File: src/rtl/mau_pkg.sv
// Shared types and defaults for the memory access unit (MAR/MDR + memory handshake).
package mau_pkg;
  typedef enum logic [1:0] {
    IDLE   = 2'd0,
    ACCESS = 2'd1,
    DONE   = 2'd2
  } mau_state_e;

  localparam logic OP_RD = 1'b0;
  localparam logic OP_WR = 1'b1;

  localparam int DATA_W_DEF  = 16;
  localparam int ADDR_W_DEF  = 16;
  localparam int TIMEOUT_DEF = 15;
endpackage

File: src/rtl/mem_access_unit.sv
// MAR/MDR holder running single read/write transactions over a req/ack handshake
// with timeout; sources MDR onto the A and M buses through zero-when-idle gates.
module mem_access_unit
  import mau_pkg::*;
#(
  parameter int DATA_W  = DATA_W_DEF,
  parameter int ADDR_W  = ADDR_W_DEF,
  parameter int TIMEOUT = TIMEOUT_DEF
) (
  input  logic              clk,
  input  logic              rst_n,
  input  logic [DATA_W-1:0] S_bus,
  input  logic              ld_mar,
  input  logic              ld_mdr,
  input  logic              rd_req,
  input  logic              wr_req,
  input  logic              mda_oe,
  input  logic              mdm_oe,
  output logic [DATA_W-1:0] MDA_out,
  output logic [DATA_W-1:0] MDM_out,
  output logic              mem_req,
  output logic              mem_we,
  output logic [ADDR_W-1:0] mem_addr,
  output logic [DATA_W-1:0] mem_wdata,
  input  logic [DATA_W-1:0] mem_rdata,
  input  logic              mem_ack,
  output logic              busy,
  output logic              done,
  output logic              err
);
  localparam int CW = $clog2(TIMEOUT + 1);

  mau_state_e        state;
  logic              op;
  logic [ADDR_W-1:0] mar;
  logic [DATA_W-1:0] mdr;
  logic [CW-1:0]     cnt;

  // cnt holds the 1-based index of the current ACCESS cycle
  always_ff @(posedge clk or negedge rst_n) begin
    if (!rst_n) begin
      state <= IDLE;
      op    <= OP_RD;
      mar   <= '0;
      mdr   <= '0;
      cnt   <= '0;
      err   <= 1'b0;
      done  <= 1'b0;
    end else begin
      done <= 1'b0;
      case (state)
        IDLE: begin
          if (ld_mar) mar <= S_bus[ADDR_W-1:0];
          if (ld_mdr) mdr <= S_bus;
          if (rd_req && wr_req) begin
            err  <= 1'b1;
            done <= 1'b1;
          end else if (rd_req || wr_req) begin
            state <= ACCESS;
            op    <= wr_req ? OP_WR : OP_RD;
            err   <= 1'b0;
            cnt   <= CW'(1);
          end
        end
        ACCESS: begin
          if (mem_ack) begin
            if (op == OP_RD) mdr <= mem_rdata;
            state <= DONE;
            done  <= 1'b1;
            cnt   <= '0;
          end else if (cnt == CW'(TIMEOUT)) begin
            err   <= 1'b1;
            state <= DONE;
            done  <= 1'b1;
            cnt   <= '0;
          end else begin
            cnt <= cnt + CW'(1);
          end
        end
        default: state <= IDLE;
      endcase
    end
  end

  // decoded straight from the state register so reset drops mem_req without a clock
  assign mem_req   = (state == ACCESS);
  assign mem_we    = mem_req & op;
  assign mem_addr  = mar;
  assign mem_wdata = mdr;
  assign busy      = (state != IDLE);
  assign MDA_out   = mda_oe ? mdr : '0;
  assign MDM_out   = mdm_oe ? mdr : '0;
endmodule

File: config.mk
export PLATFORM = sky130hd
export DESIGN_NAME = mem_access_unit
export DESIGN_NICKNAME = d
export VERILOG_FILES = /design/src/rtl/mau_pkg.sv /design/src/rtl/mem_access_unit.sv
export SDC_FILE = /design/constraint.sdc
export NUM_CORES = 1
export LEC_CHECK = 0
export ABC_AREA = 1
export CAP_MARGIN = 10
export CORE_MARGIN = 2
export CORE_UTILIZATION = 45
export CTS_CLUSTER_DIAMETER = 60
export DETAILED_ROUTE_END_ITERATION = 10
export DONT_BUFFER_PORTS = 1
export PLACE_DENSITY_LB_ADDON = 0.25
export SETUP_SLACK_MARGIN = 0.15
export SLEW_MARGIN = 15
export SYNTH_ARGS = -nofsm -noshare
export SYNTH_HDL_FRONTEND = slang
export SYNTH_SLANG_ARGS = --single-unit
export TNS_END_PERCENT = 30
File: constraint.sdc
create_clock -name clk -period 2.03 [get_ports clk]
set_clock_uncertainty 0.2 [all_clocks]
set_input_delay 0.5075 -clock clk [delete_from_list [all_inputs] [get_ports clk]]
set_output_delay 0.5075 -clock clk [all_outputs]
set_load 0.01 [all_outputs]
==> impl_metrics.yaml <==
worst_setup_path:
  cp_slowest_cell: "dfrtp_2"
  crit_arrival_ps: 1120
  required_ps: 1320
  cp_cell_sequence: "nor2_4, buf_12"
  slowest_delay_ps: 460
  crit_path_start_kind: "flop"
  cp_max_fo: 36
  path_class: "flop to output pin"
  cp-end-kind: "output pin"
timing:
  rsz0062_at_grt: "yes"
  fmax_mhz: 547
  fin_ws_ps: 203
  post-route-period-util: 0.900
  setup_tns_ps: 0
  finalMaxSlewViolations: 0
  worst_slew_pin_slew_ps: 398
  setup_viol: 0
  max-slew-margin-rel: 0.732
  min_period_ps: 1830
  hold_viol_final: 0
route:
  dr.pass1.iters: 4
  routed_wl_um: 4810
  viasPerCell: 4.69
  wl_per_cell_um: 12.7
  dr.first_iter.drc_count: 105
  dr_total_vias: 1772
  drc: 0
  drtAntennaViolNets: 0
global_routing:
  grtUsageTotal: 0.184
  grt_pass1_vias: 1632
  grt_pass1_wl_um: 7630
  grt_max_degree: 42
  grt_overflow: 0
  antenna_found_initial: 0
floorplanning:
  fp.dieW_um: 74.2
  die_height_um: 74.2
  die_area_sq_mm: 0.00551
  io_pins: 110
  initial_core_util: 0.470
  rows: 25
  core_region_area_sq_mm: 0.00472
synthesis:
  synth.top_cell.area_share: 0.462
  ys.flop_type: "dfrtp_1"
  synth-edff-count: 0
  syn_inst: 312
  synth_area_sq_mm: 0.00222
  synth_area_per_cell_sq_um: 7.11
  synth_top_area_cell: "dfrtp_1"
  yosysUniqueCellTypes: 23
  seq_area_frac_synth: 0.462
  async_reset_ff_frac: 1.00
  syn_nets: 357
  synth_top_cells_by_area: "dfrtp_1 46%, nand2_1 22%, inv_1 10%, o21ai_0 5.2%, o21ai_1 3.4%"
  synth.most_common_cell: "nand2_1"
  synth_top_cells_by_count: "128 x nand2_1, 61 x inv_1, 41 x dfrtp_1, 23 x o21ai_0, 15 x o21ai_1"
  synth_seq_cells: 41
  synth_warnings: 0
final_layout:
  final_util: 0.508
  num-nets-final: 355
  drive_gt1_frac: 0.0772
  syn_to_final_growth_pct: 8.23
  stdcell_area_sq_mm: 0.00240
  antennaDiodeCount: 0
pwr:
  vdd_drop_max_mv: 0.900
  p_leak_nw: 1.46
  power-per-cell-area_mw_per_mm2: 1610
clocking:
  cts_buffers: 5
  worst_skew_pair.late_latency_ps: 290
  cts_buffer_depth: 2
  tritoncts: "built"
  clk_pin_slew_ps: 80
  cts-root-buf: "clkbuf_8"
  cts_htree_levels: 2
  cts_sinks: 41
placement:
  numPortBuffers: 0
  dp_hpwl_um: 3700
  dpl_cell_area_sq_mm: 0.00224
  dpl_worst_slack_ps: 336
  gp_congestion: 0.795
run_status:
  status: "completed"
job:
  maxCapViolations: 0
worst_hold_path:
  hp-class: "input port to flop"
-- area by class of cell --
type,count,area [sq um]
fillers,455,2320
flip-flops and latches,41,1030
multi-input cells,195,876
inverters,63,239
clock buffers,7,86.3
well taps,67,83.8
repair buffers,4,57.6
clock inverters,1,30.0
-- layout by cell type, fill, tap and decap left out, types with 3 or more instances in the layout --
master,netlist,routed
clkbuf_8,0,6
o21ai_0,23,23
dfrtp_1,41,39
o21ai_1,15,15
nand2_2,5,5
nor2_1,6,5
ha_1,4,4
nand2_1,128,128
nand3_1,5,5
nor2_4,1,3
inv_1,61,61
-- critical path: cells and delay by family (launching register included) --
| kind | cells | cell delay (ps) |
|---|---|---|
| simple gates | 1 | 160 |
| flops | 1 | 460 |
| buf+inv | 1 | 200 |
-- metrics by stage --
step | hold slack, ps | power (mW) | instances
6_report | 151 | 3.86 | 378
2_1_floorplan | 11.9 | 2.93 | 312
4_1_cts | 142 | 3.89 | 378
3_3_place_gp | 12.5 | 3.12 | 368
5_1_grt | 141 | 4.24 | 378
3_5_place_dp | 12.5 | 3.17 | 368
-- repair_timing --
action / in CTS / in global routing
hold buffers: 2 / 0
buffers inserted: 0 / 0
endpoints found under the setup margin: 1 / 3
endpoints found under the hold margin: 41 / 0
resized for setup: 2 / 3
-- cell families after synthesis --
family | count (synthesis) | share of synthesized area
buf+inv | 76 | 0.148
fa+ha+maj | 4 | 0.0226
simple gates | 150 | 0.274
flops | 41 | 0.462
compound gates | 41 | 0.0931
-- flip-flops by register name, summed over array words and instances (netlist names) --
register	flops
done	1
state	2
mem_wdata	16
mem_addr	16
cnt	4
op	1
err	1
-- report_power, final --
| part | switching [mW] | internal (mW) | total [mW] | leakage [nW] |
|---|---|---|---|---|
| registers | 0.536 | 1.20 | 1.74 | 0.508 |
| clock network | 0.277 | 0.401 | 0.678 | 0.0585 |
| logic | 0.969 | 0.479 | 1.45 | 0.894 |
-- final timing paths --
path,startpoint,to,slack [ps],cells past startpoint
min in group asynchronous,rst_n,mem_addr[7],470,2
max in group asynchronous,rst_n,state[1],950,2
worst min-delay path,S_bus[15],mem_addr[15],150,2
worst min register to register,mem_addr[15],mem_addr[15],350,2
worst max register to register,cnt[0],done,370,5
worst max-delay path,state[1],mem_req,200,2
-- per-layer routing --
metal	vias up	GRT usage	part of all wire	wire length (um)
li1	919	-	-	-
met1	765	0.256	0.48	2310
met2	80	0.274	0.42	2040
met3	8	0.0596	0.076	368
met4	0	0.0655	0.020	94
met5	-	0	0	0
(Power assumes the default switching activity.)
==> RTL change 1, RTL diff (same flow settings) <==
The package constant `ADDR_W_DEF` goes from 16 to 15.
--- a/src/rtl/mau_pkg.sv
+++ b/src/rtl/mau_pkg.sv
@@ -10,7 +10,7 @@
   localparam logic OP_WR = 1'b1;
 
   localparam int DATA_W_DEF  = 16;
-  localparam int ADDR_W_DEF  = 16;
+  localparam int ADDR_W_DEF  = 15;
   localparam int TIMEOUT_DEF = 15;
 endpackage
 
Interface: changed (resized mem_addr); port bits go from 110 to 109. The function was not compared with the original's and may differ.
==> RTL change 1 against the original RTL <==
- total power is 1.6% lower
- sequential cell count is 1 lower
- design area is 2.6% lower
- worst setup slack better by 0.017 ns
- area after synthesis is 3.9% lower
- clock power is 4.3% higher
- via count is 0.96% lower
- routed wire length is 0.46% higher
- synthesized cell count is 2.2% lower
- critical path type unchanged
- largest cell class unchanged
- largest power group unchanged
==> RTL change 1: results <==
[synth]
synth_area_leaders = "dfrtp_1, nand2_1, inv_1, o21ai_0, ha_1"
yosysUniqueCellTypes = 20
yosys.area_share.adder_pct = 2.35
synth_compound_area_share_pct = 8.04
synth-seq-area-share_pct = 47.0
avgSynthCellArea_um2 = 6.99
synth_commonest_cells = "nand2_1, inv_1, dfrtp_1"

[final_layout]
stdcell_count = 363
drive_above_1_share_pct = 8.09

[route]
vias = 1755
wl_um = 4830
dr.first_iter.drc_count = 102

[power_and_ir_drop]
leakage_uw = 0.00145
seqPwrFrac_pct = 44.1
net-switching-power_uw = 1730
p_clk_share_pct = 18.6
seq-power_uw = 1670

[setup_path]
r2r-start = "state[1]$_DFFE_PN0P_"
ff2ff_path_depth = 8
worst-endpoint-arrival_ns = 1.10
timing.rr.end = "mem_wdata[10]$_DFFE_PN0P_"
endpoint = "mem_we"
critPathMaxFanout = 9
r2r_setup_slack_ns = 0.36

[placed_design]
dp.cells = 349
dp_hpwl_um = 3640
gp_congestion = 0.785
place_area_um2 = 2150
pre_cts_slack_ns = 0.403

[cts]
postCtsSetupRepairBufs = 0
cts_resized = 1

[worst_hold_path]
worstHoldStart = "ld_mar"
hold-path-endpoint = "mem_addr[14]$_DFFE_PN0P_"

[sta]
holdWs_ns = 0.158
worst_pin_slew_ns = 0.418
setup_ws_ns = 0.220

[global_routing]
grt_pass1_wl_um = 7660
grt_start_max_net_pins = 41
grt_pass1_vias = 1594
track_usage_pct = 19.1

[status]
status = "completed"
## RTL change 1: changes by cell type after synthesis, sizes merged, moves of 2 or more
| cell | change |
|---|---|
| nor2 | +2 |
| inv | -8 |
| o21ai | -8 |
| nand3 | +2 |
| nand2 | +9 |
| nand4 | -2 |
| buf | -3 |
## RTL change 1: worst max-delay path, cell delays in order, from the launching register on
cell and delay (ns):
dfrtp_2 0.46, inv_2 0.09, nand2_2 0.12, nor2_2 0.16
## RTL change 1: per-layer routing
layer / track usage (%) / wire [um] / vias to the layer above
li1: - / - / 907
met1: 25.0 / 2240 / 772
met2: 30.9 / 2270 / 68
met3: 4.83 / 243 / 8
met4: 6.79 / 80 / 0
met5: 0 / 0 / -
## RTL change 1: cell type report
type / instances / area (um2)
multi-input cells: 199 / 867
flip-flops and latches: 40 / 1000
well taps: 54 / 67.6
repair buffers: 7 / 67.6
fillers: 472 / 2290
clock buffers: 7 / 96.3
clock inverters: 1 / 30.0
inverters: 55 / 209
==> RTL change 2, RTL diff (same settings) <==
Made on the original files. Encoding of `mau_state_e`: now one-hot (3 bits for 3 states).
--- a/src/rtl/mau_pkg.sv
+++ b/src/rtl/mau_pkg.sv
@@ -1,9 +1,9 @@
 // Shared types and defaults for the memory access unit (MAR/MDR + memory handshake).
 package mau_pkg;
-  typedef enum logic [1:0] {
-    IDLE   = 2'd0,
-    ACCESS = 2'd1,
-    DONE   = 2'd2
+  typedef enum logic [2:0] {
+    IDLE   = 3'b001,
+    ACCESS = 3'b010,
+    DONE   = 3'b100
   } mau_state_e;
 
   localparam logic OP_RD = 1'b0;
Function: same outputs for any inputs over 10 cycles, from zero or initial values and one cycle with rst_n low; not proved beyond that.
==> RTL change 2 against the original RTL <==
- worst setup slack worse by 0.067 ns
- sequential share of layout area fell by 0.74 points
- area after synthesis is 3.9% higher
- via count increased by 11%
- routed wire length increased by 12%
- sequential cell count up 1
- design area rose by 4.1%
- total power down 2.1%
- largest cell class unchanged
==> RTL change 2: results <==
[status]
status = "completed"

[placed_design]
dp.cells = 389
gp_congestion = 0.792
place_area_um2 = 2340
dp_hpwl_um = 4020
port_buffers = 0
pre_cts_slack_ns = 0.231

[global_routing]
grt_pass1_wl_um = 8320
track_usage_pct = 19.6
grt_start_max_net_pins = 43
use_met2_pct = 30.0
met1_usage_pct = 26.2
grt_pass1_vias = 1722
use_met3_pct = 6.48
grt_antenna_before_repair = 0

[cts]
holdBufCountCts = 2
clkSinkCount = 42
cts_resized = 7
cts_buffers = 5
clk_latency_ns = 0.29

[final_layout]
num-multi-input-gates = 229
drive_above_1_share_pct = 8.73
signal_buffers = 9
final.fill_count = 482
bufAreaShareNonClock_pct = 3.30
final_util_pct = 49.9
n_all_inverters = 44
multi_input_area_um2 = 1030
clock_buffers = 8
n_antenna_cell = 0
fin_nets = 376
seq_area_um2 = 1050
clk_share_pct = 3.20

[sta]
worst_pin_slew_ns = 0.474

[route]
wl_met2_um = 2460
vias = 1971
wirelength_met1_um = 2440
route.met3.wl_um = 372
dr.first_iter.drc_count = 100
first_pass_iters = 4
wl_um = 5410
avgViaCountPerCell = 4.90

[power_and_ir_drop]
swShare_pct = 47.8
peakVddDrop_mv = 0.647
leakage_uw = 0.00155

[setup_path]
slowest_delay_ns = 0.53
slowest_stage = "dfstp_2"
worst-endpoint-arrival_ns = 1.19
critPathTopFamily = "flip-flops"
critPathMaxFanout = 4

[synth]
async_reset_ff_share_pct = 100
synthXorXnorAreaFrac_pct = 0
synth_compound_area_share_pct = 2.06
synth_area_leaders = "dfrtp_1, nand2_1, nand3_1, inv_1, ha_1"
yosys.area_share.adder_pct = 2.17
synth-seq-area-share_pct = 45.6
synth_nets = 374
synth_commonest_cells = "nand2_1, dfrtp_1, inv_1"
netlist_instances = 329

[floorplanning]
rows = 26
[RTL change 2: final timing paths]
path / start / to / slack (ns) / cells past startpoint
max: state[0]$_DFFE_PN1P_ / busy / 0.14 / 3
min: S_bus[10] / mem_addr[10]$_DFFE_PN0P_ / 0.16 / 2
max reg2reg: state[0]$_DFFE_PN1P_ / mem_wdata[10]$_DFFE_PN0P_ / 0.27 / 7
min reg2reg: cnt[3]$_DFFE_PN0P_ / cnt[3]$_DFFE_PN0P_ / 0.31 / 2
max in group asynchronous: rst_n / state[0]$_DFFE_PN1P_ / 0.90 / 2
min in group asynchronous: rst_n / mem_addr[4]$_DFFE_PN0P_ / 0.47 / 2
[RTL change 2: power groups by stage]
stage | Combinational [uW] | Clock [uW] | Sequential (uW)
after floorplan | 1240 | 0 | 1650
after global placement | 1420 | 0 | 1750
after detailed placement | 1440 | 0 | 1750
after CTS | 1510 | 527 | 1750
after global routing | 1830 | 565 | 1810
final | 1530 | 513 | 1740
